[src/rtl/ps2_pkg.sv]
// Purpose: shared types and constants for the PS/2 host transmit path.
// Latency: n/a (declarations only).
// Backpressure: n/a.
// Contents: state_t FSM encoding, FRAME_BITS, keyboard command bytes,
//           make_frame() which builds the serial frame sent after the start bit.
package ps2_pkg;

  typedef enum logic [2:0] {
    IDLE,
    INHIBIT,
    START,
    SEND,
    ACK,
    WAIT_IDLE,
    DONE
  } state_t;

  // Bits shifted out after the start bit: 8 data, odd parity, stop.
  localparam int FRAME_BITS = 10;

  localparam logic [7:0] CMD_SET_LED  = 8'hED;
  localparam logic [7:0] CMD_RESET    = 8'hFF;
  localparam logic [7:0] RESP_ACK     = 8'hFA;
  localparam logic [7:0] BREAK_PREFIX = 8'hF0;

  // {stop, odd parity, data}; bit 0 goes on the wire first.
  function automatic logic [FRAME_BITS-1:0] make_frame(input logic [7:0] d);
    return {1'b1, ~^d, d};
  endfunction

endpackage

[src/rtl/ps2_line_sync.sv]
// Purpose: 2-flop synchronizers for the PS/2 clock and data lines plus a clock falling-edge pulse.
// Latency: synced lines lag the pins by 2 clk cycles; clk_fall is high in the cycle clk_sync first reads 0.
// Backpressure: none; free-running.
// Ports: clk, rst (sync, active-high) | ps2_clk_in, ps2_data_in raw async lines |
//        clk_sync, data_sync synchronized lines | clk_fall one-cycle fall pulse.
module ps2_line_sync (
  input  logic clk,
  input  logic rst,
  input  logic ps2_clk_in,
  input  logic ps2_data_in,
  output logic clk_sync,
  output logic data_sync,
  output logic clk_fall
);

  logic [1:0] clk_ff;
  logic [1:0] data_ff;
  logic       clk_prev;

  // Reset to the idle-high line level so leaving reset cannot fake a fall.
  always_ff @(posedge clk) begin
    if (rst) begin
      clk_ff   <= 2'b11;
      data_ff  <= 2'b11;
      clk_prev <= 1'b1;
    end else begin
      clk_ff   <= {clk_ff[0], ps2_clk_in};
      data_ff  <= {data_ff[0], ps2_data_in};
      clk_prev <= clk_ff[1];
    end
  end

  assign clk_sync  = clk_ff[1];
  assign data_sync = data_ff[1];
  assign clk_fall  = clk_prev & ~clk_ff[1];

endmodule

[src/rtl/ps2_host_tx.sv]
// Purpose: PS/2 host-to-device transmitter; sends one byte and reports ACK / NACK / timeout.
// Latency: INHIBIT_CYCLES + START_HOLD_CYCLES, then 11 device clocks, then line-idle wait, then done.
// Backpressure: tx_ready is high only in IDLE; tx_valid at any other time is ignored.
// Ports: clk, rst (sync, active-high) | tx_data, tx_valid, tx_ready request handshake |
//        busy, done, err status | ps2_clk_in, ps2_data_in raw lines |
//        ps2_clk_drive_low, ps2_data_drive_low open-drain pull-down enables.
// Build option: define PS2_HOST_TX_RETRY_EN to retry once on NACK or timeout before reporting err.
module ps2_host_tx
  import ps2_pkg::*;
#(
  parameter int INHIBIT_CYCLES    = 10000,
  parameter int START_HOLD_CYCLES = 16,
  parameter int TIMEOUT_CYCLES    = 2000000
) (
  input  logic       clk,
  input  logic       rst,
  input  logic [7:0] tx_data,
  input  logic       tx_valid,
  output logic       tx_ready,
  output logic       busy,
  output logic       done,
  output logic       err,
  input  logic       ps2_clk_in,
  input  logic       ps2_data_in,
  output logic       ps2_clk_drive_low,
  output logic       ps2_data_drive_low
);

  localparam int CNT_MAX_A = (INHIBIT_CYCLES > START_HOLD_CYCLES) ? INHIBIT_CYCLES : START_HOLD_CYCLES;
  localparam int CNT_MAX   = (TIMEOUT_CYCLES > CNT_MAX_A) ? TIMEOUT_CYCLES : CNT_MAX_A;
  localparam int CNT_W     = $clog2(CNT_MAX + 1);

  localparam logic [CNT_W-1:0] INH_LAST   = CNT_W'(INHIBIT_CYCLES - 1);
  localparam logic [CNT_W-1:0] START_LAST = CNT_W'(START_HOLD_CYCLES - 1);
  localparam logic [CNT_W-1:0] TO_LAST    = CNT_W'(TIMEOUT_CYCLES - 1);

  logic clk_sync, data_sync, clk_fall;

  ps2_line_sync u_sync (
    .clk         (clk),
    .rst         (rst),
    .ps2_clk_in  (ps2_clk_in),
    .ps2_data_in (ps2_data_in),
    .clk_sync    (clk_sync),
    .data_sync   (data_sync),
    .clk_fall    (clk_fall)
  );

  state_t                state_q, state_d;
  logic [CNT_W-1:0]      cnt_q, cnt_d;
  logic [3:0]            bitcnt_q, bitcnt_d;
  logic [FRAME_BITS-1:0] frame_q, frame_d;
  logic                  tx_ready_d, busy_d, done_d, err_d;
  logic                  clk_dl_d, data_dl_d;
  logic                  can_retry;

`ifdef PS2_HOST_TX_RETRY_EN
  logic retried_q, retried_d;
  assign can_retry = ~retried_q;

  always_ff @(posedge clk) begin
    if (rst) retried_q <= 1'b0;
    else     retried_q <= retried_d;
  end
`else
  assign can_retry = 1'b0;
`endif

  always_comb begin
    state_d   = state_q;
    cnt_d     = cnt_q;
    bitcnt_d  = bitcnt_q;
    frame_d   = frame_q;
    done_d    = 1'b0;
    err_d     = err;
    clk_dl_d  = ps2_clk_drive_low;
    data_dl_d = ps2_data_drive_low;
`ifdef PS2_HOST_TX_RETRY_EN
    retried_d = retried_q;
`endif

    case (state_q)
      IDLE: begin
        clk_dl_d  = 1'b0;
        data_dl_d = 1'b0;
        if (tx_valid && tx_ready) begin
          frame_d  = make_frame(tx_data);
          cnt_d    = '0;
          bitcnt_d = '0;
          err_d    = 1'b0;
          clk_dl_d = 1'b1;
          state_d  = INHIBIT;
`ifdef PS2_HOST_TX_RETRY_EN
          retried_d = 1'b0;
`endif
        end
      end

      INHIBIT: begin
        clk_dl_d  = 1'b1;
        data_dl_d = 1'b0;
        if (cnt_q == INH_LAST) begin
          cnt_d     = '0;
          data_dl_d = 1'b1;  // start bit
          state_d   = START;
        end else begin
          cnt_d = cnt_q + 1'b1;
        end
      end

      START: begin
        if (cnt_q == START_LAST) begin
          cnt_d    = '0;  // timeout window opens here
          bitcnt_d = '0;
          clk_dl_d = 1'b0;
          state_d  = SEND;
        end else begin
          cnt_d = cnt_q + 1'b1;
        end
      end

      SEND, ACK: begin
        cnt_d = cnt_q + 1'b1;
        if (cnt_q == TO_LAST) begin
          // Timeout takes priority over a coincident clock fall.
          if (can_retry) begin
            cnt_d     = '0;
            clk_dl_d  = 1'b1;
            data_dl_d = 1'b0;
            err_d     = 1'b0;
            state_d   = INHIBIT;
`ifdef PS2_HOST_TX_RETRY_EN
            retried_d = 1'b1;
`endif
          end else begin
            clk_dl_d  = 1'b0;
            data_dl_d = 1'b0;
            err_d     = 1'b1;
            done_d    = 1'b1;
            state_d   = DONE;
          end
        end else if (clk_fall) begin
          if (state_q == SEND) begin
            data_dl_d = ~frame_q[bitcnt_q];
            bitcnt_d  = bitcnt_q + 1'b1;
            if (bitcnt_q == 4'(FRAME_BITS - 1)) state_d = ACK;
          end else begin
            err_d   = data_sync;  // device pulls data low to ACK
            state_d = WAIT_IDLE;
          end
        end
      end

      WAIT_IDLE: begin
        if (clk_sync && data_sync) begin
          if (err && can_retry) begin
            cnt_d     = '0;
            clk_dl_d  = 1'b1;
            data_dl_d = 1'b0;
            err_d     = 1'b0;
            state_d   = INHIBIT;
`ifdef PS2_HOST_TX_RETRY_EN
            retried_d = 1'b1;
`endif
          end else begin
            done_d  = 1'b1;
            state_d = DONE;
          end
        end
      end

      DONE: begin
        state_d = IDLE;
      end

      default: begin
        clk_dl_d  = 1'b0;
        data_dl_d = 1'b0;
        state_d   = IDLE;
      end
    endcase

    tx_ready_d = (state_d == IDLE);
    busy_d     = (state_d != IDLE);
  end

  always_ff @(posedge clk) begin
    if (rst) begin
      state_q            <= IDLE;
      cnt_q              <= '0;
      bitcnt_q           <= '0;
      frame_q            <= '0;
      tx_ready           <= 1'b0;
      busy               <= 1'b0;
      done               <= 1'b0;
      err                <= 1'b0;
      ps2_clk_drive_low  <= 1'b0;
      ps2_data_drive_low <= 1'b0;
    end else begin
      state_q            <= state_d;
      cnt_q              <= cnt_d;
      bitcnt_q           <= bitcnt_d;
      frame_q            <= frame_d;
      tx_ready           <= tx_ready_d;
      busy               <= busy_d;
      done               <= done_d;
      err                <= err_d;
      ps2_clk_drive_low  <= clk_dl_d;
      ps2_data_drive_low <= data_dl_d;
    end
  end

endmodule

[config.mk]
export PLATFORM = sky130hd
export DESIGN_NAME = ps2_host_tx
export DESIGN_NICKNAME = d
export VERILOG_FILES = /design/src/rtl/ps2_pkg.sv /design/src/rtl/ps2_line_sync.sv /design/src/rtl/ps2_host_tx.sv
export SDC_FILE = /design/constraint.sdc
export NUM_CORES = 1
export LEC_CHECK = 0
export CORE_UTILIZATION = 60
export CTS_CLUSTER_SIZE = 10
export DETAILED_ROUTE_END_ITERATION = 6
export PLACE_DENSITY = 0.82
export SYNTH_ARGS = -nofsm -noshare
export SYNTH_HDL_FRONTEND = slang
export SYNTH_SLANG_ARGS = --single-unit
[constraint.sdc]
create_clock -name clk -period 4.25 [get_ports clk]
set_input_delay 1.0625 -clock clk [delete_from_list [all_inputs] [get_ports clk]]
set_output_delay 1.0625 -clock clk [all_outputs]
set_load 0.1 [all_outputs]
==> results of run 1 <==
sequential cells by signal, indices dropped and copies added, names as in the netlist:
signal	count
u_sync.data_ff	2
frame_q	10
err	1
bitcnt_q	4
done	1
tx_ready	1
u_sync.clk_prev	1
u_sync.clk_ff	2
state_q	3
ps2_clk_drive_low	1
busy	1
ps2_data_drive_low	1
cnt_q	21
where the power goes:
| group | leakage, nW | switching, mW | internal [mW] | total, mW |
|---|---|---|---|---|
| Sequential | 0.398 | 0.0114 | 0.473 | 0.484 |
| Combinational | 0.533 | 0.0724 | 0.0531 | 0.125 |
| Clock | 0.0443 | 0.142 | 0.129 | 0.271 |
cell type report:
| cell class | count | area [µm²] |
|---|---|---|
| fill | 369 | 1210 |
| timing repair buffer | 21 | 202.7 |
| clock buffer | 7 | 86.33 |
| sequential | 49 | 980.9 |
| inverter | 6 | 22.52 |
| multi-input combinational | 225 | 1464 |
| tap | 50 | 62.56 |
worst max path at each step:
stage                           end  cells after the start
final                      cnt_q[5]                      6
after global routing      cnt_q[11]                      6
after CTS                 cnt_q[11]                      6
after detailed placement  cnt_q[11]                      6
after global placement    cnt_q[17]                      6
after floorplan           cnt_q[13]                      5
kinds of logic (layout without fill, tap and decap cells):
group           Yosys count  after routing  share of synthesized area (%)
simple gates            132            132                          26.33
flops                    49             49                          38.66
compound gates           48             48                          13.36
xor+xnor                 27             27                          9.320
buf+inv                  22             34                          3.895
mux                      15             15                          6.953
fa+ha+maj                 3              3                          1.479
cells in the mapped netlist, types with 3 or more instances:
library cell	instances
dfxtp_1	49
nor2_1	46
nand2_1	20
xnor2_1	19
a21oi_1	13
clkbuf_1	13
mux2i_1	12
nand3_1	10
or2_2	8
xor2_1	8
and3_1	7
nand2b_1	7
nor3_1	7
o21ai_0	7
inv_1	6
nand4_1	5
nor4_1	5
a2111oi_0	4
a211oi_1	4
a31oi_1	4
and4_1	3
ha_1	3
o32ai_1	3
or3_1	3
or4_1	3
metal layers:
metal,wire [µm],GRT usage [%],vias to the layer above
met2,2582,44.00,44
met1,2332,31.18,1016
li1,-,-,1069
met3,196,5.308,6
met4,61,8.777,0
met5,0,0,-
critical path: cells and delay by family:
family | cells | cell delay (ps)
buffers and inverters | 2 | 670
AND/OR/NAND/NOR | 2 | 440
AO/OA/AOI/OAI | 2 | 1010
==> key figures, run 1 <==
Layout
  – Area growth from synthesis to layout: 11.09%
  – Commonest cells after routing, fill and taps aside: dfxtp_1 (49), nor2_1 (46), nand2_1 (20)
  – Most common cell after layout, fill and taps aside: dfxtp_1
  – Final instance area: around 0.0028 mm²
  – Share of layout cells above drive strength 1: approximately 7.5%
  – Non-Filler Instances: roughly 360
  – Diodes inserted: 0
  – Util after Layout: 69.97%
  – Nets: 324

Logic synthesis
  – Synthesis Warnings: 0
  – Avg Inst Size Synth: roughly 8.6 µm²
  – Async S/R FF share, synth: 0%
  – Gate Count Post-Synth: between 200 and 300
  – Yosys top cell area share: around two fifths
  – Ys flop type: dfxtp_1
  – Netlist Area Pre-Place: about 0.0025 mm²
  – Ranking of synthesized cells by area: dfxtp_1 (39%), nor2_1 (6.8%), xnor2_1 (6.6%)
  – #FFs+latches synth: 49
  – Mapped Nets: around 310
  – Seq/Total Area, Yosys: between 30% and 40%
  – Post-synth EDFFs: 0
  – Area leader, netlist: dfxtp_1
  – Post-synth cell types: 46

Floorplan
  – Die area: 0.004493 mm²
  – Core ar.: between 0.004 and 0.005 mm²
  – Num ports: 19
  – Chip width: between 60 and 70 µm
  – Die span in y: about 67 µm
  – Initial core utilization: approximately 63%
  – Row count: 23

Place
  – RD Place Congestion: around 0.85
  – Placed insts: 351
  – Hpwl dp: 3678 µm
  – Post-Place Cell Area: 0.002733 mm²
  – IO Port Bufs: 18
  – Pre-CTS setup slack: between 900 and 1000 ps

Worst hold path
  – Hold Path End: u_sync.clk_ff[1]
  – Hold WC Path Type: reg -> reg
  – Hold Path Depth: 1
  – HP Start: u_sync.clk_ff[0]

Worst setup path
  – Max Fanout on Critical Path: 21
  – Arr. time, crit path: 3190 ps
  – Crit-path cells: clkdlybuf4s50_1, a2111oi_0, nand2b_1, o41ai_4, buf_4, nor2_1
  – Critical Path Max Stage Delay: approximately 910 ps
  – Kind of end point of the critical path: flop
  – Worst Path Required: approximately 4500 ps
  – R2r startpoint: cnt_q[12]
  – Slowest CP cell: a2111oi_0
  – Critical setup path kind: in -> reg
  – R2r setup slk: about 1600 ps
  – CP Launch Type: input pin
  – Reg2reg end: tx_ready
  – Cell count of the worst reg-to-reg path: 5
  – Crit path launch: tx_valid

Clocking
  – CTS resizes: 0
  – Clock Latency Late Sink: ~300 ps
  – H-tree Lvls: 2
  – TritonCTS Buffers: 5
  – Sink Count: 49
  – Root Driver: clkbuf_8
  – CTS tree: built
  – Clk pin slew, worst setup/hold paths: 80 ps
  – Hold Buf Count CTS: 0
  – Clock Path Buffers: 2
  – Setup Buffers After CTS: 0

GRT
  – Vias in the first global route: around 2000
  – GR Overflow Total: 0
  – GR Util All Layers: about a quarter
  – Global-route wire length before repair: a little under 9000 µm
  – Initial antenna violation count: 0
  – Largest net degree at the start of global routing: 25

STA
  – Unrepaired setup endpoints after global routing: false
  – Crit path time final: about 3000 ps
  – Slew margin rel.: a little under a third
  – Final period util: a little over two thirds
  – Slew @ Worst Pin: roughly 1000 ps
  – Final hold violation count: 0
  – Fmax: between 300 and 400 MHz
  – Setup TNS: 0 ps
  – Final clock skew: between 4 and 5 ps
  – Final setup violation count: 0
  – Slew Limit Fails: 0
  – Hold WS: a little over 400 ps
  – Worst Setup Slack, final: between 1000 and 1500 ps

Power
  – P_leak: just under 1 nW
  – Max VDD drop: 0.1869 mV
  – Pwr/cell area: ~310 mW/mm²
  – Design Power: 0.8808 mW

Drt
  – Final ANT Viol Nets: 0
  – Initial DRC count: around 190
  – Post-route DRC: 0
  – Vias per cell: a little under 6
  – WL final: about 5200 µm
  – DR WL/cell: approximately 14 µm
  – First-pass DRT Iterations: 4
  – Via count: 2135

Status
  – Status: completed

Job
  – Number of max-cap violations: 0
No activity file was read; power rests on OpenSTA's default activity.
==> inputs of run 2 (changes only) <==
--- a/config.mk
+++ b/config.mk
@@ -5,10 +5,10 @@
 export SDC_FILE = /design/constraint.sdc
 export NUM_CORES = 1
 export LEC_CHECK = 0
-export CORE_UTILIZATION = 60
+export CORE_UTILIZATION = 52
 export CTS_CLUSTER_SIZE = 10
 export DETAILED_ROUTE_END_ITERATION = 6
-export PLACE_DENSITY = 0.82
+export PLACE_DENSITY = 0.76
 export SYNTH_ARGS = -nofsm -noshare
 export SYNTH_HDL_FRONTEND = slang
 export SYNTH_SLANG_ARGS = --single-unit
==> constraint.sdc (replaced) <==
create_clock -name clk -period 2.7 [get_ports clk]
set_input_delay 0.675 -clock clk [delete_from_list [all_inputs] [get_ports clk]]
set_output_delay 0.675 -clock clk [all_outputs]
set_load 0.1 [all_outputs]
==> run 2 against run 1 <==
  * Count of clock-buffer cells in the layout shrank 1
  * Clock power is 58% higher
  * Die area rose by 15%
  * Total power rose by 58%
  * Largest power group unchanged
  * Combinational power increased by 66%
  * Sequential share of layout area down 0.81 points
  * Clock skew grew 5.9 ps
  * Design area is 2.4% higher
  * Via count is 0.23% lower
  * Hold slack improved by 14 ps
  * Critical path depth is 1 lower
  * Sequential power up 57%
==> key figures, run 2 (synthesis gave the netlist of run 1 again) <==
STA
  – Final clock skew: approximately 11 ps
  – Setup TNS: 0 ps
  – Fmax: about 420 MHz
  – Unrepaired setup endpoints after global routing: false
  – Final period util: slightly below 90%
  – Final setup violation count: 0
  – Slew margin rel.: 47.22%
  – Final hold violation count: 0
  – Crit path time final: 2390 ps
  – Slew Limit Fails: 0
  – Worst Setup Slack, final: around 310 ps
  – Slew @ Worst Pin: roughly 790 ps

Worst setup path
  – Cell count of the worst reg-to-reg path: 5
  – Critical setup path kind: reg -> reg
  – Slowest CP cell: or4_1
  – Kind of cell adding the most delay to the critical path: compound AO/OA/AOI/OAI gates
  – Worst Path Required: between 2000 and 3000 ps
  – Critical Path Max Stage Delay: around 510 ps
  – WP depth: 5
  – CP Launch Type: flop
  – Arr. time, crit path: between 2000 and 3000 ps
  – Max Fanout on Critical Path: 5
  – Kind of end point of the critical path: flop
  – CP bufs+invs: 0
  – Crit-path cells: or4_1, or3_1, o31a_1, a2111oi_0, o32ai_1

Layout
  – Nets: about 330
  – Share of layout cells above drive strength 1: between 10% and 20%
  – Most flops, register: cnt_q
  – Commonest cells after routing, fill and taps aside: dfxtp_1 (49), nor2_1 (46), nand2_1 (20)
  – Most common cell after layout, fill and taps aside: dfxtp_1
  – Max reg flops: 21
  – Area growth from synthesis to layout: 13.76%
  – Largest regs: cnt_q (21), frame_q (10), bitcnt_q (4)
  – Diodes inserted: 0

Clocking
  – CTS tree: built
  – TritonCTS Buffers: 5
  – Sink Count: approximately 50
  – CTS resizes: 0
  – Clock Path Buffers: 2
  – Clock Latency Late Sink: ~300 ps
  – Root Driver: clkbuf_8
  – Clk pin slew, worst setup/hold paths: around 90 ps
  – H-tree Lvls: 2
  – Setup Buffers After CTS: 0
  – Hold Buf Count CTS: 0

Drt
  – DR WL/cell: ~14 µm
  – WL final: between 5000 and 6000 µm
  – Final ANT Viol Nets: 0
  – Post-route DRC: 0
  – Via count: 2130
  – Initial DRC count: 178
  – First-pass DRT Iterations: 4
  – Vias per cell: between 5 and 6

GRT
  – Vias in the first global route: 1968
  – GR Overflow Total: 0
  – Largest net degree at the start of global routing: 17
  – Global-route wire length before repair: about 9000 µm
  – GR Util All Layers: 21.80%
  – Initial antenna violation count: 0

Power
  – Max VDD drop: between 0.3 and 0.4 mV
  – Pint: around 1 mW
  – Sequential share of power: between 50% and 60%
  – Psw: between 0.3 and 0.4 mW
  – P_leak: slightly above 1 nW
  – Design Power: 1.396 mW
  – Switching Share: a little over a quarter
  – Clock power frac: 30.7%
  – Pwr/cell area: 483.5 mW/mm²
  – Logic gate share of total power: about 15%

Worst hold path
  – Hold Path Depth: 1
  – Hold WC Path Type: reg -> reg

Floorplan
  – Row count: 25
  – Chip width: approximately 72 µm
  – Num ports: 19
  – Initial core utilization: 53.72%
  – Die area: between 0.005 and 0.006 mm²
  – Core ar.: 0.004723 mm²
  – Die span in y: between 70 and 80 µm

Job
  – Number of max-cap violations: 0

Status
  – Status: completed

Place
  – IO Port Bufs: 18
  – Hpwl dp: around 3800 µm
  – RD Place Congestion: between 0.8 and 0.9
  – Pre-CTS setup slack: between 150 and 200 ps
## run 2: changes by cell type in the layout (fill, tap and decap cells not counted)
cell             delta
clkinvlp_4          +2
buf_4              +14
clkdlybuf4s50_1     -6
clkbuf_8            -1
## run 2: metrics by stage
stage | util (%) | instances | hold WS (ps) | instance area [µm²]
floorplan | - | 296 | 389.5 | 2537
global placement | 59.26 | 376 | 394.9 | 2799
detailed placement | 59.26 | 376 | 406.4 | 2799
CTS | 61.11 | 384 | 430.3 | 2887
global route | 61.11 | 384 | 441.8 | 2887
finish | 61.11 | 384 | 427.0 | 2887
## run 2: layout make-up
class / count / area, µm²
sequential: 49 / 980.9
tap: 67 / 83.83
timing repair buffer: 29 / 247.7
fill: 433 / 1837
clock buffer: 6 / 72.57
inverter: 6 / 22.52
clock inverter: 2 / 15.01
multi-input combinational: 225 / 1464
## run 2: final timing paths
path | startpoint | endpoint | slack, ps
worst min-delay path | u_sync.clk_ff[0] | u_sync.clk_ff[1] | 430
worst max-delay path | cnt_q[12] | bitcnt_q[3] | 310
worst max register to register | cnt_q[12] | bitcnt_q[3] | 310
worst min register to register | u_sync.clk_ff[0] | u_sync.clk_ff[1] | 430
## run 2: power by group through the flow
stage | registers (mW) | clock network, mW | logic [mW]
4_1_cts | 0.760 | 0.442 | 0.209
5_1_grt | 0.764 | 0.472 | 0.225
3_5_place_dp | 0.777 | 0 | 0.208
2_1_floorplan | 0.803 | 0 | 0.121
3_3_place_gp | 0.776 | 0 | 0.204
6_report | 0.760 | 0.428 | 0.208
## run 2: metal layers
layer	GRT usage, %	wire length [µm]	share of wire (%)
met1	28.71	2533	48
met2	35.64	2474	47
met3	4.641	194	3.7
met4	7.190	47	0.90
met5	0	0	0
